### config.mk
export PLATFORM = sky130hd
export DESIGN_NAME = if_stage_mo
export DESIGN_NICKNAME = d
export VERILOG_FILES = /design/src/rtl/if_stage_mo.sv
export SDC_FILE = /design/constraint.sdc
export NUM_CORES = 1
export LEC_CHECK = 0
export ABC_CLOCK_PERIOD_IN_PS = 32500
export CORE_MARGIN = 4
export CORE_UTILIZATION = 60
export DETAILED_ROUTE_END_ITERATION = 16
export HOLD_SLACK_MARGIN = 0.1
export PLACE_DENSITY_LB_ADDON = 0.2
export SYNTH_ARGS = -nofsm -noshare
export SYNTH_HDL_FRONTEND = slang
export SYNTH_SLANG_ARGS = --single-unit
### constraint.sdc
create_clock -name clk -period 32.5 [get_ports clk]
set_input_delay 6.5 -clock clk [delete_from_list [all_inputs] [get_ports clk]]
set_output_delay 6.5 -clock clk [all_outputs]
set_load 0.01 [all_outputs]
### src/rtl/if_stage_mo.sv
// Instruction-fetch stage with several requests in flight on the SRAM-like bus, a small
// instruction buffer toward decode, delay-slot-correct branch redirect, exception/eret
// flush with discard of in-flight responses, and AdEL detection on misaligned PCs.
module if_stage_mo #(
  parameter logic [31:0] RESET_PC        = 32'hbfc00000,
  parameter logic [31:0] EX_VECTOR       = 32'hbfc00380,
  parameter int unsigned MAX_OUTSTANDING = 2,
  parameter int unsigned IBUF_DEPTH      = 4
) (
  input  logic        clk,
  input  logic        reset,
  input  logic        ds_allowin,
  input  logic [34:0] br_bus,
  input  logic        ws_ex,
  input  logic        ws_eret,
  input  logic [31:0] cp0_epc,
  output logic        fs_to_ds_valid,
  output logic [70:0] fs_to_ds_bus,
  output logic        inst_sram_req,
  output logic        inst_sram_wr,
  output logic [1:0]  inst_sram_size,
  output logic [3:0]  inst_sram_wstrb,
  output logic [31:0] inst_sram_addr,
  output logic [31:0] inst_sram_wdata,
  input  logic        inst_sram_addr_ok,
  input  logic        inst_sram_data_ok,
  input  logic [31:0] inst_sram_rdata
);

  localparam int unsigned OutW = $clog2(MAX_OUTSTANDING + 1);
  localparam int unsigned PtrW = (IBUF_DEPTH > 1) ? $clog2(IBUF_DEPTH) : 1;
  localparam int unsigned CntW = $clog2(IBUF_DEPTH + 1);

  function automatic logic [PtrW-1:0] ptr_inc(input logic [PtrW-1:0] p);
    return (32'(p) == IBUF_DEPTH - 1) ? '0 : p + PtrW'(1);
  endfunction

  // Fetch PC and redirect state
  logic [31:0] pf_pc_q, pf_pc_d;
  logic        redir_q, redir_d;
  logic [31:0] redir_pc_q, redir_pc_d;
  logic        mis_stop_q, mis_stop_d;
  logic        bd_q, bd_d;

  // Pending FIFO: index 0 is the oldest accepted request
  logic [OutW-1:0]            out_q, out_d;
  logic [31:0]                pend_pc_q [MAX_OUTSTANDING];
  logic [31:0]                pend_pc_d [MAX_OUTSTANDING];
  logic [MAX_OUTSTANDING-1:0] pend_kill_q, pend_kill_d, kill_nx;

  // Instruction buffer
  logic [31:0]     ib_pc_q   [IBUF_DEPTH];
  logic [31:0]     ib_inst_q [IBUF_DEPTH];
  logic [4:0]      ib_code_q [IBUF_DEPTH];
  logic            ib_ex_q   [IBUF_DEPTH];
  logic [PtrW-1:0] rd_q, rd_d, wr_q, wr_d;
  logic [CntW-1:0] cnt_q, cnt_d;

  logic        br_op, br_stall, br_taken, br_fire;
  logic [31:0] br_target;
  logic        flush;
  logic [31:0] flush_pc;
  logic        ib_empty, ib_pop, ib_push, resp, resp_keep, req_fire, mis_push;
  logic        slot_found, push_kill;
  logic [OutW-1:0] push_idx;
  logic [31:0] push_pc, push_inst;
  logic [4:0]  push_code;
  logic        push_ex;

  assign br_op     = br_bus[34];
  assign br_stall  = br_bus[33];
  assign br_taken  = br_bus[32];
  assign br_target = br_bus[31:0];

  assign flush    = ws_ex | ws_eret;
  assign flush_pc = ws_ex ? EX_VECTOR : cp0_epc;
  // A flush squashes the branch in decode as well
  assign br_fire  = br_taken & ~br_stall & ~flush;

  assign ib_empty       = (cnt_q == '0);
  assign fs_to_ds_valid = ~ib_empty & ~flush;
  assign ib_pop         = fs_to_ds_valid & ds_allowin;
  assign fs_to_ds_bus   = {bd_q, ib_ex_q[rd_q], ib_code_q[rd_q], ib_inst_q[rd_q], ib_pc_q[rd_q]};

  // Buffer room counts in-flight requests so every response has a slot to land in
  assign inst_sram_req = ~reset & ~br_stall & ~flush & (pf_pc_q[1:0] == 2'b00) & ~mis_stop_q
                       & (32'(out_q) < MAX_OUTSTANDING)
                       & ((32'(cnt_q) + 32'(out_q)) < IBUF_DEPTH);
  assign inst_sram_addr  = pf_pc_q;
  assign inst_sram_wr    = 1'b0;
  assign inst_sram_size  = 2'd2;
  assign inst_sram_wstrb = 4'd0;
  assign inst_sram_wdata = 32'd0;

  assign req_fire = inst_sram_req & inst_sram_addr_ok;
  assign resp     = inst_sram_data_ok;

  // Locate the delay slot (oldest live instruction) and kill everything younger
  always_comb begin
    logic seen;
    kill_nx = pend_kill_q;
    seen    = ~ib_empty;
    if (flush) begin
      kill_nx = '1;
    end else if (br_fire) begin
      for (int i = 0; i < int'(MAX_OUTSTANDING); i++) begin
        if ((i < int'(out_q)) && !pend_kill_q[i]) begin
          if (seen) kill_nx[i] = 1'b1;
          else      seen       = 1'b1;
        end
      end
    end
    slot_found = seen;
    // A request accepted alongside a branch is younger than an already-found delay slot
    push_kill  = br_fire & seen;
  end

  assign resp_keep = resp & ~kill_nx[0];
  assign mis_push  = ~flush & ~br_fire & (pf_pc_q[1:0] != 2'b00) & ~mis_stop_q
                   & (out_q == '0) & (32'(cnt_q) < IBUF_DEPTH);
  assign ib_push   = resp_keep | mis_push;

  // Select what enters the buffer: a returned word or an AdEL marker
  always_comb begin
    push_pc   = pend_pc_q[0];
    push_inst = inst_sram_rdata;
    push_code = 5'h00;
    push_ex   = 1'b0;
    if (mis_push) begin
      push_pc   = pf_pc_q;
      push_inst = 32'd0;
      push_code = 5'h04;
      push_ex   = 1'b1;
    end
  end

  // Pending FIFO and outstanding count next state
  always_comb begin
    pend_pc_d   = pend_pc_q;
    pend_kill_d = kill_nx;
    out_d       = out_q + OutW'(req_fire) - OutW'(resp);
    push_idx    = out_q - OutW'(resp);
    if (resp) begin
      for (int i = 0; i < int'(MAX_OUTSTANDING) - 1; i++) begin
        pend_pc_d[i]   = pend_pc_q[i+1];
        pend_kill_d[i] = kill_nx[i+1];
      end
      pend_pc_d[MAX_OUTSTANDING-1]   = '0;
      pend_kill_d[MAX_OUTSTANDING-1] = 1'b0;
    end
    if (req_fire) begin
      for (int i = 0; i < int'(MAX_OUTSTANDING); i++) begin
        if (OutW'(i) == push_idx) begin
          pend_pc_d[i]   = pf_pc_q;
          pend_kill_d[i] = push_kill;
        end
      end
    end
  end

  // Fetch PC, redirect, misalign stop and delay-slot flag next state
  always_comb begin
    pf_pc_d    = pf_pc_q;
    redir_d    = redir_q;
    redir_pc_d = redir_pc_q;
    mis_stop_d = mis_stop_q;
    bd_d       = bd_q;
    if (flush) begin
      pf_pc_d    = flush_pc;
      redir_d    = 1'b0;
      mis_stop_d = 1'b0;
    end else begin
      if (br_fire) begin
        if (slot_found || req_fire) begin
          // Delay slot already fetched (or being accepted now): jump straight away
          pf_pc_d = br_target;
          redir_d = 1'b0;
        end else begin
          redir_d    = 1'b1;
          redir_pc_d = br_target;
        end
      end else if (req_fire) begin
        pf_pc_d = redir_q ? redir_pc_q : pf_pc_q + 32'd4;
        redir_d = 1'b0;
      end
      if (mis_push) mis_stop_d = 1'b1;
    end
    if (ib_pop) bd_d = 1'b0;
    if (br_op)  bd_d = 1'b1;
    if (flush)  bd_d = 1'b0;
  end

  // Instruction buffer pointer/count next state
  always_comb begin
    rd_d  = rd_q;
    wr_d  = wr_q;
    cnt_d = cnt_q;
    if (flush) begin
      rd_d  = '0;
      wr_d  = '0;
      cnt_d = '0;
    end else if (br_fire && !ib_empty) begin
      // Head is the delay slot: keep it, drop everything behind it
      wr_d = ptr_inc(rd_q);
      if (ib_pop) begin
        rd_d  = ptr_inc(rd_q);
        cnt_d = '0;
      end else begin
        cnt_d = CntW'(1);
      end
    end else begin
      if (ib_push) wr_d = ptr_inc(wr_q);
      if (ib_pop)  rd_d = ptr_inc(rd_q);
      cnt_d = cnt_q + CntW'(ib_push) - CntW'(ib_pop);
    end
  end

  // State registers
  always_ff @(posedge clk or posedge reset) begin
    if (reset) begin
      pf_pc_q     <= RESET_PC;
      redir_q     <= 1'b0;
      redir_pc_q  <= '0;
      mis_stop_q  <= 1'b0;
      bd_q        <= 1'b0;
      out_q       <= '0;
      pend_kill_q <= '0;
      rd_q        <= '0;
      wr_q        <= '0;
      cnt_q       <= '0;
      for (int i = 0; i < int'(MAX_OUTSTANDING); i++) pend_pc_q[i] <= '0;
      for (int i = 0; i < int'(IBUF_DEPTH); i++) begin
        ib_pc_q[i]   <= '0;
        ib_inst_q[i] <= '0;
        ib_code_q[i] <= '0;
        ib_ex_q[i]   <= 1'b0;
      end
    end else begin
      pf_pc_q     <= pf_pc_d;
      redir_q     <= redir_d;
      redir_pc_q  <= redir_pc_d;
      mis_stop_q  <= mis_stop_d;
      bd_q        <= bd_d;
      out_q       <= out_d;
      pend_kill_q <= pend_kill_d;
      rd_q        <= rd_d;
      wr_q        <= wr_d;
      cnt_q       <= cnt_d;
      pend_pc_q   <= pend_pc_d;
      if (ib_push) begin
        ib_pc_q[wr_q]   <= push_pc;
        ib_inst_q[wr_q] <= push_inst;
        ib_code_q[wr_q] <= push_code;
        ib_ex_q[wr_q]   <= push_ex;
      end
    end
  end

endmodule

==> out/metrics.yaml, run 1 <==
die_area_um2: 34500
cts_tree: "done"
cts_hold_buffers: 0
syn_inst: 1818
grt_pass1_vias: 14358
holdPathStages: 2
crit_path_end_kind: "output pin"
grt_overflow_total: 0
period_minus_slack_ns: 15.01
post_cts_resized: 0
synth_ff_type: "dfrtp_1"
setup-violations-final: 0
tightest_slew_ns: 1.04
fmax_mhz: 66.6
worst_r2r_endpoint: "ib_inst_q[113]"
synth_cell_types: 72
async_flop_share: 1.00
synth_top_family_by_area: "compound AO/OA/AOI/OAI gates"
cts_htree_levels: 2
power_frac_clock: 0.358
synth_top_cells_by_count: "393 x dfrtp_1, 361 x nand2_1, 277 x o21ai_0, 80 x clkbuf_1, 80 x nor2_1"
power_density_nw_per_um2: 60.9
crit_buf_inv: 2
path_max_fanout: 18
crit_chain: "clkdlybuf4s50_1 > or2_1 > nor2_1 > clkdlybuf4s50_1"
p_sw_uw: 362
slew_headroom: 0.306
dp_cells: 2289
synth_warnings: 0
p_seq_frac: 0.444
sw_frac_of_total: 0.267
numCtsBuffers: 42
yosysTopAreaCellShare: 0.518
clock_path_buffers: 3
rrSetupSlack_ns: 28.81
cts_sinks: 402
diodes: 0
r2r_cells: 8
worst_path_largest_cell_delay_ns: 0.77
drt-pass1-iter-count: 5
ant_nets: 0
startpoint_type: "input pin"
p_int_uw: 993
synth-edff-count: 0
crit_slowest_cell: "clkdlybuf4s50_1"
drc: 0
synth.area.top_cells: "dfrtp_1 52%, mux4_2 7.7%, o21ai_0 7.3%"
layout.nets: 2055
hp-start: "ib_inst_q[39]"
syn_to_final_growth_pct: 17.1
layoutNonFillerInstCount: 2363
insertion_delay_ns: 0.53
hpwl_um: 28800
num_vias: 13994
track_usage: 0.266
io_buffers: 206
hold_viol: 0
status: "finished, final reports clean"
drive_above_1_share: 0.107
routed_wl_um: 45800
fp.dieH_um: 186
grt_max_degree: 181
crit_type: "in -> out"
ys_seq_elements: 402
start_util: 0.614
viasPerCell: 5.92
ys_seq_area_frac: 0.531
fillers: 2265
worstPathArrival_ns: 8.51
rsz0062_at_grt: "no"
hold_path_class: "reg -> reg"
fp-row-count: 64
cp.required_ns: 26.00
min_delay_worst_endpoint: "ib_inst_q[39]"
cp_common_cell: "clkdlybuf4s50_1"
tns_ns: 0
vdd_drop_max_mv: 0.0451
cellLeakagePower_uw: 0.00962
synth_mux_area_frac: 0.129
r2r-start: "out_q[1]"
wl_per_cell_um: 19.4
ff_latch_area_um2: 10100
synthSimpleGateAreaFrac: 0.125
skew_ns: 0.0138
netlist_area_um2: 19000
drt_iter0_markers: 1144
pwr-share-comb: 0.198
synth.most_common_cell: "dfrtp_1"
root_buffer: "clkbuf_16"
synth-compound-area-share: 0.139
avgSynthCellArea_um2: 10.4
die_w_um: 186
gp_congestion: 0.870
maxCapViolCount: 0
drv_slew: 0
io_pins: 250
yosysTopAreaCell: "dfrtp_1"
grt_antenna_before_repair: 0
fin_crit_sh: 0.462
worst_path_dominant_cell_family: "buffers and inverters"
synth-xor-area-share: 0.00738
synth_fa_ha_area_frac: 0.00830
multi_input_area_um2: 7980
placeableCoreArea_um2: 30900
post_cts_buffers: 0
grt_first_pass_wirelength_um: 74300
clkTransAtPathRegs_ns: 0.06
==> logic make-up after synthesis <==
family / Yosys count
flops: 402
other cells: 2
buf+inv: 208
simple gates: 553
mux: 160
compound gates: 465
xor+xnor: 16
fa+ha+maj: 12
==> placed cells by master, fill, tap and decap left out, types with 4 or more instances in the layout <==
| cell | count |
|---|---|
| nor4_1 | 6 |
| xor2_1 | 7 |
| a222oi_1 | 8 |
| nand3_1 | 22 |
| o21a_1 | 4 |
| nor2_1 | 80 |
| mux4_2 | 65 |
| nand2b_1 | 35 |
| o211ai_1 | 4 |
| buf_4 | 20 |
| nand2_1 | 357 |
| clkinv_2 | 5 |
| or3_1 | 5 |
| a22oi_1 | 5 |
| clkdlybuf4s50_1 | 205 |
| mux2i_1 | 63 |
| dfstp_2 | 9 |
| a22o_1 | 12 |
| o21ai_1 | 40 |
| ha_1 | 11 |
| xnor2_1 | 9 |
| o31a_1 | 4 |
| clkbuf_16 | 43 |
| a21oi_1 | 58 |
| nand2_4 | 4 |
| a221o_1 | 7 |
| nor2b_1 | 4 |
| clkbuf_1 | 10 |
| dfrtp_1 | 391 |
| o21ai_0 | 277 |
| nor3_1 | 9 |
| and3_1 | 6 |
| nor3b_1 | 4 |
| inv_1 | 13 |
| clkbuf_8 | 10 |
| a221oi_1 | 10 |
| mux2_2 | 32 |
| nand4_1 | 7 |
| conb_1 | 43 |
==> worst max-delay path by stage <==
stage                 start              to  slack (ns)  cells after the start
floorplan             reset            bd_q       14.83                      1
global route        ws_eret  fs_to_ds_valid       17.38                      4
finish              ws_eret  fs_to_ds_valid       17.49                      4
detailed placement  ws_eret  fs_to_ds_valid       17.47                      4
CTS                 ws_eret  fs_to_ds_valid       17.49                      4
global placement    ws_eret  fs_to_ds_valid       17.56                      4
==> registers in the layout, summed over array words and instances (netlist names) <==
name,flops
bd_q,1
cnt_q,3
ib_code_q,4
ib_inst_q,128
ib_pc_q,128
inst_sram_addr,32
mis_stop_q,1
out_q,2
pend_kill_q,2
pend_pc_q,64
rd_q,2
redir_pc_q,32
redir_q,1
wr_q,2
==> power by group through the flow <==
stage / clock network (µW) / logic [µW] / registers [µW]
CTS: 492 / 272 / 601
global route: 517 / 293 / 608
floorplan: 0 / 174 / 588
finish: 484 / 268 / 602
global placement: 0 / 262 / 605
detailed placement: 0 / 270 / 609
==> area by class of cell <==
cell class	instances	area share
Clock buffer	63	0.0563
Sequential cell	402	0.453
Timing Repair Buffer	227	0.100
Tap cell	396	0.0223
Clock inverter	11	0.00642
Inverter	15	0.00287
Multi-Input combinational cell	1249	0.359
==> routing by layer <==
layer	part of all wire	GRT usage
met1	0.43	0.367
met5	0	0
met3	0.066	0.0475
met4	0.025	0.0799
met2	0.48	0.437
==> per-stage QoR <==
| stage | power (µW) | worst slack, ns | instance area (µm²) | util | hold WS [ns] |
|---|---|---|---|---|---|
| after floorplan | 762 | 14.83 | 19100 | - | 0.444 |
| after global placement | 867 | 17.56 | 20800 | 0.674 | 0.456 |
| after detailed placement | 880 | 17.47 | 20800 | 0.674 | 0.465 |
| after CTS | 1370 | 17.49 | 22200 | 0.719 | 0.479 |
| after global routing | 1420 | 17.38 | 22200 | 0.719 | 0.495 |
| final | 1350 | 17.49 | 22200 | 0.719 | 0.474 |
==> worst min-delay path, stage by stage (launching register included) <==
cell	delay, ns
dfrtp_1	0.34
nand2_1	0.04
o21ai_0	0.06
Power figures use the tool's default switching activity.
==> inputs of run 2 (changes only) <==
ABC_CLOCK_PERIOD_IN_PS = 12940   (was 32500)
CORE_UTILIZATION = 50   (was 60)
clock period = 12.94 ns   (was 32.5 ns; I/O delays follow)
==> out/metrics.yaml, run 2 (synthesis gave the netlist of run 1 again) <==
crit_type: "in -> out"
worstPathArrival_ns: 4.59  # -3.92 ns
fp-row-count: 71  # +11%
power_density_nw_per_um2: 152  # +150%
place_area_um2: 21000  # +0.72%
fmax_mhz: 139
drt-pass1-iter-count: 5  # unchanged
dp_cells: 2405  # +5.1%
rsz0062_at_grt: "no"
insertion_delay_ns: 0.55  # +0.02 ns
root_buffer: "clkbuf_16"
track_usage: 0.222  # -0.0442
maxCapViolCount: 0  # unchanged
r2r-start: "out_q[1]"
status: "finished, final reports clean"
hold_viol: 0  # unchanged
largestRegisters: "ib_inst_q: 128 flops, ib_pc_q: 128 flops, pend_pc_q: 64 flops"
syn_to_final_growth_pct: 18.0
design_area_um2: 22400  # +0.71%
final_common_cell: "dfrtp_1"
cts_sinks: 402  # unchanged
cts_htree_levels: 2  # unchanged
cellLeakagePower_uw: 0.00962  # about the same
grt_overflow_total: 0  # unchanged
grt_max_degree: 184  # +1.7%
die_area_um2: 41100  # +19%
diodes: 0  # unchanged
routed_wl_um: 45600  # -0.39%
wl_per_cell_um: 18.4  # -5.2%
period_minus_slack_ns: 7.17
crit_slowest_cell: "clkdlybuf4s50_1"
tns_ns: 0  # unchanged
fp.dieH_um: 203  # +9.1%
worst_path_largest_cell_delay_ns: 0.72  # -0.05 ns
grt_pass1_vias: 13773  # -4.1%
setup-violations-final: 0  # unchanged
crit_chain: "clkdlybuf4s50_1 > or2_1 > nor2_1 > clkdlybuf4s50_1"
viasPerCell: 5.54  # -6.5%
placeableCoreArea_um2: 37600  # +22%
hpwl_um: 29800  # +3.7%
drv_slew: 0  # unchanged
ant_nets: 0  # unchanged
crit_path_end_kind: "output pin"
io_buffers: 206  # unchanged
slew_headroom: 0.313  # +0.00668
numCtsBuffers: 43  # +2.4%
cts_hold_buffers: 0  # unchanged
cp.required_ns: 10.35  # -15.65 ns
clock_path_buffers: 3  # unchanged
layout.nets: 2057  # +0.097%
num_vias: 13755  # -1.7%
die_w_um: 203  # +9.1%
grt_antenna_before_repair: 0  # unchanged
grt_first_pass_wirelength_um: 74600  # +0.40%
skew_ns: 0.0130  # -0.000798 ns
drive_above_1_share: 0.110  # +0.00277
hp-start: "ib_pc_q[99]"
post_cts_buffers: 0  # unchanged
layout_common_cells: "391 x dfrtp_1, 357 x nand2_1, 277 x o21ai_0"
layoutNonFillerInstCount: 2483  # +5.1%
startpoint_type: "input pin"
drt_iter0_markers: 802  # -30%
io_pins: 250  # unchanged
cts_tree: "done"
clkTransAtPathRegs_ns: 0.06  # about the same
crit_path_start: "ws_ex"
cp_common_cell: "clkdlybuf4s50_1"
drc: 0  # unchanged
path_max_fanout: 17  # -1
tightest_slew_ns: 1.03  # -0.0100 ns
p_total_uw: 3390  # +150%
start_util: 0.505  # -0.109
hold_path_class: "reg -> reg"
finish.utilization: 0.596  # -0.123
post_cts_resized: 0  # unchanged
vdd_drop_max_mv: 0.0950  # +110%
fin_crit_sh: 0.554
fillers: 3226  # +42%
gp_congestion: 0.833  # -4.2%
## run 2: routing by layer
metal  global-route usage  vias up  share of wire
met5                    0        -              0
met4               0.0584        0          0.025
met3               0.0454       78          0.062
met2                0.355      391           0.47
met1                0.313     6755           0.45
li1                     -     6531              -
## run 2: path summary, 6_finish.rpt
kind	slack, ns	cells past startpoint	end
worst max-delay path	5.77	4	fs_to_ds_valid
worst min-delay path	0.48	2	ib_pc_q[99]
worst max register to register	9.21	8	ib_pc_q[10]
worst min register to register	0.48	2	ib_pc_q[99]
max in group asynchronous	7.60	5	ib_inst_q[119]
min in group asynchronous	2.47	2	redir_pc_q[29]
## run 2: cell type report
class / count / area [µm²] / area share
flip-flops and latches: 402 / 10100 / 0.450
clock inverters: 14 / 138 / 0.00615
multi-input cells: 1249 / 7980 / 0.356
inverters: 15 / 60.1 / 0.00268
repair buffers: 228 / 2230 / 0.0998
well taps: 511 / 639 / 0.0286
clock buffers: 64 / 1260 / 0.0565
## run 2: report_power, final
part	switching [µW]	total [µW]	internal, µW
sequential	125	1520	1390
clock	498	1220	717
combinational	289	661	372
## run 2: stage by stage
| stage | setup slack (ns) | hold WS [ns] |
|---|---|---|
| 4_1_cts | 5.78 | 0.482 |
| 2_1_floorplan | 4.95 | 0.444 |
| 3_3_place_gp | 5.83 | 0.456 |
| 6_report | 5.77 | 0.475 |
| 3_5_place_dp | 5.78 | 0.466 |
| 5_1_grt | 5.65 | 0.501 |
## run 2: worst max-delay path, delay by kind of cell
family | cells | cell delay [ns]
buf+inv | 2 | 1.28
simple gates | 2 | 0.71
